**config.mk**
```make
export PLATFORM = sky130hd
export DESIGN_NAME = instr_fetch
export DESIGN_NICKNAME = d
export VERILOG_FILES = /design/src/rtl/instr_fetch_pkg.sv /design/src/rtl/instr_fetch.sv
export SDC_FILE = /design/constraint.sdc
export NUM_CORES = 1
export LEC_CHECK = 0
export CAP_MARGIN = 10
export CORE_MARGIN = 3
export CORE_UTILIZATION = 46
export DETAILED_ROUTE_END_ITERATION = 6
export PLACE_DENSITY = 0.81
export SLEW_MARGIN = 25
export SYNTH_ARGS = -nofsm -noshare
export SYNTH_HDL_FRONTEND = slang
export SYNTH_SLANG_ARGS = --single-unit
```
**constraint.sdc**
```tcl
create_clock -name clk -period 2.6 [get_ports clk]
set_input_delay 0.65 -clock clk [delete_from_list [all_inputs] [get_ports clk]]
set_output_delay 0.65 -clock clk [all_outputs]
set_load 0.005 [all_outputs]
```
**src/rtl/instr_fetch_pkg.sv**
```systemverilog
// Shared types and constants for the instruction fetch stage.
package instr_fetch_pkg;

  localparam int unsigned XLEN       = 32;
  localparam int unsigned OPCODE_MSB = 6;
  localparam int unsigned OPCODE_LSB = 2;
  localparam int unsigned OPCODE_W   = OPCODE_MSB - OPCODE_LSB + 1;

  localparam logic [XLEN-1:0] RESET_PC_DEFAULT = 32'h0000_0000;
  localparam logic [XLEN-1:0] PC_STEP          = 32'h0000_0004;
  localparam logic [XLEN-1:0] ALIGN_MASK       = 32'hFFFF_FFFC;

  typedef enum logic [1:0] {
    ST_IDLE = 2'd0,
    ST_REQ  = 2'd1,
    ST_WAIT = 2'd2,
    ST_HOLD = 2'd3
  } fetch_state_e;

endpackage

```
**src/rtl/instr_fetch.sv**
```systemverilog
// Single-outstanding instruction fetch: issues one word request, holds the
// returned instruction for decode, and honours redirects at every stage.
module instr_fetch
  import instr_fetch_pkg::*;
#(
  parameter logic [XLEN-1:0] RESET_PC = RESET_PC_DEFAULT
) (
  input  logic                clk,
  input  logic                rst_n,
  output logic                imem_req_valid,
  input  logic                imem_req_ready,
  output logic [XLEN-1:0]     imem_addr,
  input  logic                imem_resp_valid,
  input  logic [XLEN-1:0]     imem_rdata,
  input  logic                redirect_valid,
  input  logic [XLEN-1:0]     redirect_pc,
  output logic                dec_valid,
  input  logic                dec_ready,
  output logic [XLEN-1:0]     dec_instr,
  output logic [XLEN-1:0]     dec_pc,
  output logic [OPCODE_W-1:0] dec_opcode,
  output logic                dec_illegal,
  output logic [XLEN-1:0]     fetch_count
);

  fetch_state_e    state_q, state_d;
  logic [XLEN-1:0] pc_q, pc_d;
  logic            kill_q, kill_d;
  logic            dec_valid_q, dec_valid_d;
  logic [XLEN-1:0] dec_instr_q, dec_instr_d;
  logic [XLEN-1:0] dec_pc_q, dec_pc_d;
  logic [XLEN-1:0] fetch_count_q, fetch_count_d;
  logic [XLEN-1:0] redirect_pc_aligned;

  assign redirect_pc_aligned = redirect_pc & ALIGN_MASK;

  always_ff @(posedge clk or negedge rst_n) begin
    if (!rst_n) begin
      state_q       <= ST_IDLE;
      pc_q          <= RESET_PC;
      kill_q        <= 1'b0;
      dec_valid_q   <= 1'b0;
      dec_instr_q   <= '0;
      dec_pc_q      <= '0;
      fetch_count_q <= '0;
    end else begin
      state_q       <= state_d;
      pc_q          <= pc_d;
      kill_q        <= kill_d;
      dec_valid_q   <= dec_valid_d;
      dec_instr_q   <= dec_instr_d;
      dec_pc_q      <= dec_pc_d;
      fetch_count_q <= fetch_count_d;
    end
  end

  always_comb begin
    state_d       = state_q;
    pc_d          = pc_q;
    kill_d        = kill_q;
    dec_valid_d   = dec_valid_q;
    dec_instr_d   = dec_instr_q;
    dec_pc_d      = dec_pc_q;
    fetch_count_d = fetch_count_q;

    case (state_q)
      ST_IDLE: state_d = ST_REQ;

      ST_REQ: begin
        // A redirect that lands together with acceptance must kill the in-flight word.
        if (redirect_valid) begin
          pc_d = redirect_pc_aligned;
          if (imem_req_ready) begin
            kill_d  = 1'b1;
            state_d = ST_WAIT;
          end
        end else if (imem_req_ready) begin
          state_d = ST_WAIT;
        end
      end

      ST_WAIT: begin
        if (redirect_valid) begin
          pc_d = redirect_pc_aligned;
          if (imem_resp_valid) begin
            kill_d  = 1'b0;
            state_d = ST_REQ;
          end else begin
            kill_d = 1'b1;
          end
        end else if (imem_resp_valid) begin
          if (kill_q) begin
            kill_d  = 1'b0;
            state_d = ST_REQ;
          end else begin
            dec_instr_d = imem_rdata;
            dec_pc_d    = pc_q;
            dec_valid_d = 1'b1;
            pc_d        = pc_q + PC_STEP;
            state_d     = ST_HOLD;
          end
        end
      end

      ST_HOLD: begin
        // Redirect flushes the held word and takes priority over the decode handshake.
        if (redirect_valid) begin
          dec_valid_d = 1'b0;
          pc_d        = redirect_pc_aligned;
          state_d     = ST_REQ;
        end else if (dec_valid_q && dec_ready) begin
          dec_valid_d   = 1'b0;
          fetch_count_d = fetch_count_q + 32'd1;
          state_d       = ST_REQ;
        end
      end

      default: state_d = ST_IDLE;
    endcase
  end

  assign imem_req_valid = (state_q == ST_REQ);
  assign imem_addr      = pc_q;
  assign dec_valid      = dec_valid_q;
  assign dec_instr      = dec_instr_q;
  assign dec_pc         = dec_pc_q;
  assign fetch_count    = fetch_count_q;
  assign dec_opcode     = dec_instr_q[OPCODE_MSB:OPCODE_LSB];
  assign dec_illegal    = (dec_instr_q[1:0] != 2'b11);

endmodule

```
**Word level (Yosys, flattened, before mapping)**

Cells that the tools add are included.

- Register bits after elaboration: 132
- Latch bits: 0
- Memory bits (writable): 0
- Memory bits (read-only): 0
- Input bits: 70
- Logic and storage cells: 61
- Memories kept: 0

- Add/sub/neg operators: 2
- Multiply operators: 0
- Div/mod/pow operators: 0
- Magnitude comparators: 0
- Equal/unequal tests: 13
- Shifts and indexed selects: 0
- Multiplexer cells: 25
- Bitwise logic cells: 2
- Reduce and logical (&&, ||, !) cells: 12

Operator list:

| cell | number |
|---|---|
| 32-bit 2-to-1 mux | 4 |
| 32-bit one-hot mux with 2 select lines | 1 |
| 32-bit by 1-bit adder with 32-bit output (second input constant) | 1 |
| 32-bit by 3-bit adder with 32-bit output (second input constant) | 1 |
| 2-bit 2-to-1 mux | 7 |
| 4-bit AND reduction | 3 |
| 1-bit 2-to-1 mux | 10 |
| 3-bit inequality test (second input constant) | 3 |
| 2-bit inequality test (second input constant) | 4 |
| 2-bit one-hot mux with 4 select lines | 1 |
| 2-bit by 1-bit inequality test with 1-bit output (second input constant) | 3 |
| 3-bit AND reduction | 2 |
| 2-bit nonzero test | 3 |
| 5-bit AND reduction | 1 |
| 2-bit == test (second input constant) | 2 |
| 1-bit one-hot mux with 2 select lines | 2 |
| 2-bit by 1-bit == test with 1-bit output (second input constant) | 1 |
| 2-bit logical NOT | 1 |
| 1-bit NOT | 2 |
| 2-bit OR reduction | 1 |
| 1-bit logical AND | 1 |

**Depth between registers and ports, before layout**

- Depth in word-level cells: 5
- Mapped depth: 9

**Worst setup path after synthesis**

OpenSTA, ideal clock, no wires.

- Path type: input -> register
- Start point: input redirect_valid
- End point: register fetch_count_q[25], in the netlist fetch_count[25]
- Setup time: 123 ps
- Data arrival time: 2057 ps
- Data required time: 2477 ps
- Path slack: 420 ps
- Stages on the path: 7
- Path through: buf_6 > nand4b_4 > or4_4 > buf_6 > nor3_4 > nand4_1 > xnor2_1

- Word-level cells in the longest chain between the ends: 2

RTL lines:

| what | RTL line | RTL |
|---|---|---|
| start, declared | instr_fetch.sv:15 | `input logic redirect_valid,` |
| 1-bit NOT (no line) | n/a |  |
| 3-bit AND reduction (no line) | n/a |  |
| end signal, assigned | instr_fetch.sv:53 | `fetch_count_q <= fetch_count_d;` |
| end, declared | instr_fetch.sv:32 | `logic [XLEN-1:0] fetch_count_q, fetch_count_d;` |

No other way between the ends.
A chain may end at the register's enable or synchronous reset.

**Worst setup path in the final report**

- Start point: register state_q[1]
- End point: output imem_req_valid

- Word-level cells in the longest chain between the ends: 1

RTL lines:

| what | RTL line | RTL |
|---|---|---|
| start, declared | instr_fetch.sv:26 | `fetch_state_e state_q, state_d;` |
| start signal, assigned | instr_fetch.sv:47 | `state_q <= state_d;` |
| 2-bit by 1-bit == test with 1-bit output | instr_fetch.sv:122 | `assign imem_req_valid = (state_q == ST_REQ);` |
| end, declared | instr_fetch.sv:10 | `output logic imem_req_valid,` |

No other way between the ends.

==> flow_summary.yaml <==
power:
  p_clk_frac: 0.259
  ir_drop_uv: 570
  p_seq_frac: 0.361
  power_density_mw_per_mm2: 1040
  p_sw_uw: 2950
  internal_power_uw: 6310
  comb_power_share: 0.380
  p_sw_frac: 0.319
  power.leakage_uw: 0.00384
clock_tree:
  cts_inserted_buffers: 17
  cts_root_buf: "clkbuf_16"
  path_clk_slew_ns: 0.06
  cts.sinks: 128
  cts_tree: "done"
  cts_setup_buffers: 0
  htree_levels: 4
  clock_latency_ns: 0.41
  cts_buffer_depth: 2
global_route:
  grt_antenna_before_repair: 0
  grt_pass1_wl_um: 27500
  grt_pass1_vias: 5321
  grt_overflow_total: 0
  grt_usage: 0.237
  grt_max_degree: 63
logic_synthesis:
  syn-cell-area_mm2: 0.00605
  synth_cells: 545
  yosysWarnings: 0
  synth_edf_count: 0
  ys.flop_type: "dfrtp_1"
  synth-seq-cells: 128
  async_flop_share: 1.00
  seq_area_frac_synth: 0.529
  syn_area_per_cell_um2: 11.1
  synth.distinct_cells: 51
sta:
  clock_skew_ns: 0.00550
  tns_ns: 0
  tightest_slew_ns: 0.743
  setup_viol: 0
  slew_violations: 0
  whs_ns: 0.249
  max_clock_freq_ghz: 0.406
  min_period_ns: 2.46
  finalCritPeriodShare: 0.947
  slew_headroom: 0.501
  finalHoldViolations: 0
  grt_setup_unrepaired: "false"
die:
  die_w_um: 121
  initial_utilization: 0.476
  core_mm2: 0.0127
  std_cell_rows: 41
  dieArea_mm2: 0.0146
  die_h_um: 121
  io_pins: 206
routing:
  avgViaCountPerCell: 5.54
  firstDrtPassIters: 5
  routedWlPerCell_um: 17.9
  vias: 5178
  drt_iter0_drc: 489
  wirelength_um: 16800
  ant_nets: 0
  drc_errors: 0
setup_path:
  end_kind: "primary output"
  crit_arrival_ns: 1.81
  startpoint: "state_q[1]"
  reg2reg_from: "state_q[0]"
  cp.required_ns: 1.95
  startpoint_type: "flop"
  critPathKind: "flop to primary output"
  crit_path_max_fanout: 12
final_layout:
  area.growth.synth_to_final_pct: 47.2
  nFillCells: 976
  diodes: 0
  seqCellArea_mm2: 0.00320
  finalNetCount: 825
  drive_gt1_frac: 0.165
  multi_input_area_mm2: 0.00265
flow_run:
  maxCapViolations: 0
placed_design:
  portBuffers: 199
  place_congestion: 0.895
  hpwl_um: 12200
hold_path:
  min_path_type: "primary input to async pin"
status:
  status: "complete, no violations"
power by group through the flow:
| stage | clock network [µW] | registers, µW | logic, µW |
|---|---|---|---|
| after floorplan | 0 | 3240 | 1550 |
| after global placement | 0 | 3300 | 3390 |
| after detailed placement | 0 | 3360 | 3500 |
| after CTS | 2450 | 3330 | 3530 |
| after global routing | 2550 | 3450 | 3820 |
| final | 2400 | 3340 | 3520 |
critical path: stages, from the launching register on:
cell and delay [ns]:
dfrtp_1 0.40, inv_1 0.11, ha_2 0.33, clkdlybuf4s50_1 0.56
per-layer routing:
| layer | track usage | part of all wire | wire (µm) |
|---|---|---|---|
| met1 | 0.301 | 0.41 | 6840 |
| met2 | 0.399 | 0.51 | 8600 |
| met3 | 0.0524 | 0.064 | 1080 |
| met4 | 0.0864 | 0.015 | 247 |
| met5 | 0 | 0 | 0 |
registers in the layout, indices dropped and copies added (netlist names):
name,cells
dec_valid,1
state_q,2
dec_instr,32
imem_addr,30
fetch_count,32
kill_q,1
dec_pc,30
cell families after synthesis:
kind of cell / Yosys count / share of synthesized area
compound gates: 99 / 0.102
fa+ha+maj: 6 / 0.0124
simple gates: 172 / 0.156
xor+xnor: 31 / 0.0449
flops: 128 / 0.529
buf+inv: 45 / 0.0382
mux: 63 / 0.117
other cells: 1 / 0.000620
per-stage QoR:
stage | instance area [µm²] | std cells | utilization | total power [µW] | worst slack (ns)
final | 8910 | 934 | 0.700 | 9260 | 0.137
after detailed placement | 8300 | 902 | 0.653 | 6860 | 0.00276
after CTS | 8910 | 934 | 0.700 | 9310 | 0.126
after global routing | 8910 | 934 | 0.700 | 9820 | 0.0428
after global placement | 8300 | 902 | 0.653 | 6700 | 0.0650
after floorplan | 6060 | 548 | - | 4790 | 0.420
cells in the mapped netlist (3+ instances only):
master / number / area, µm²
nand4_1: 12 / 75.1
xor2_1: 10 / 87.6
nor2_1: 26 / 97.6
and3_1: 8 / 50.1
inv_1: 7 / 26.3
dfrtp_1: 128 / 3200
a21oi_1: 33 / 165
o22ai_1: 12 / 75.1
ha_1: 6 / 75.1
a311oi_1: 4 / 35.0
o22a_1: 3 / 26.3
clkbuf_1: 16 / 60.1
buf_4: 10 / 75.1
and4_1: 9 / 78.8
a31oi_1: 4 / 25.0
nor3_1: 16 / 80.1
xnor2_1: 21 / 184
mux2_2: 62 / 698
o32ai_1: 3 / 26.3
o21ai_0: 21 / 105
nand3_1: 31 / 155
or3_1: 5 / 31.3
a2bb2oi_1: 8 / 70.1
buf_2: 8 / 40.0
nand2_1: 46 / 173
what timing repair did:
item,4_1_cts,5_1_grt
endpoints found under the setup margin,1,0
gates resized for setup,1,0
hold buffers,0,0
placed cells by master (no fill, tap or decap), drive strengths merged, types with 4 or more instances in the layout:
master,synthesis,final
and4,9,9
clkbuf,16,23
nand3,31,31
o21ai,21,21
nand2,46,46
ha,6,6
nor2,26,26
nand4,13,13
a21oi,33,33
inv,7,8
or3,5,5
nor3,20,20
xnor2,21,21
xor2,10,10
clkdlybuf4s50,0,198
mux2,62,62
conb,1,4
a2bb2oi,8,8
and3,8,8
a31oi,4,4
o22ai,12,12
dfrtp,128,128
buf,22,22
a311oi,4,4
worst paths after layout:
path | to | slack [ns] | cells after the start
setup / recovery | imem_req_valid | 0.14 | 3
hold / removal | dec_pc[15] | 0.25 | 1
setup reg to reg | imem_addr[17] | 0.27 | 7
hold reg to reg | fetch_count[31] | 0.48 | 1
max in group asynchronous | kill_q | 1.60 | 2
min in group clk | fetch_count[31] | 0.48 | 1
final cells by class:
type	instances	area share
clock buffer	23	0.0525
clock inverter	9	0.0148
inverter	7	0.00295
multi-input combinational	375	0.298
sequential	128	0.360
tap	172	0.0242
timing repair buffer	220	0.248
Note: power is estimated with default switching activity, not from simulation.
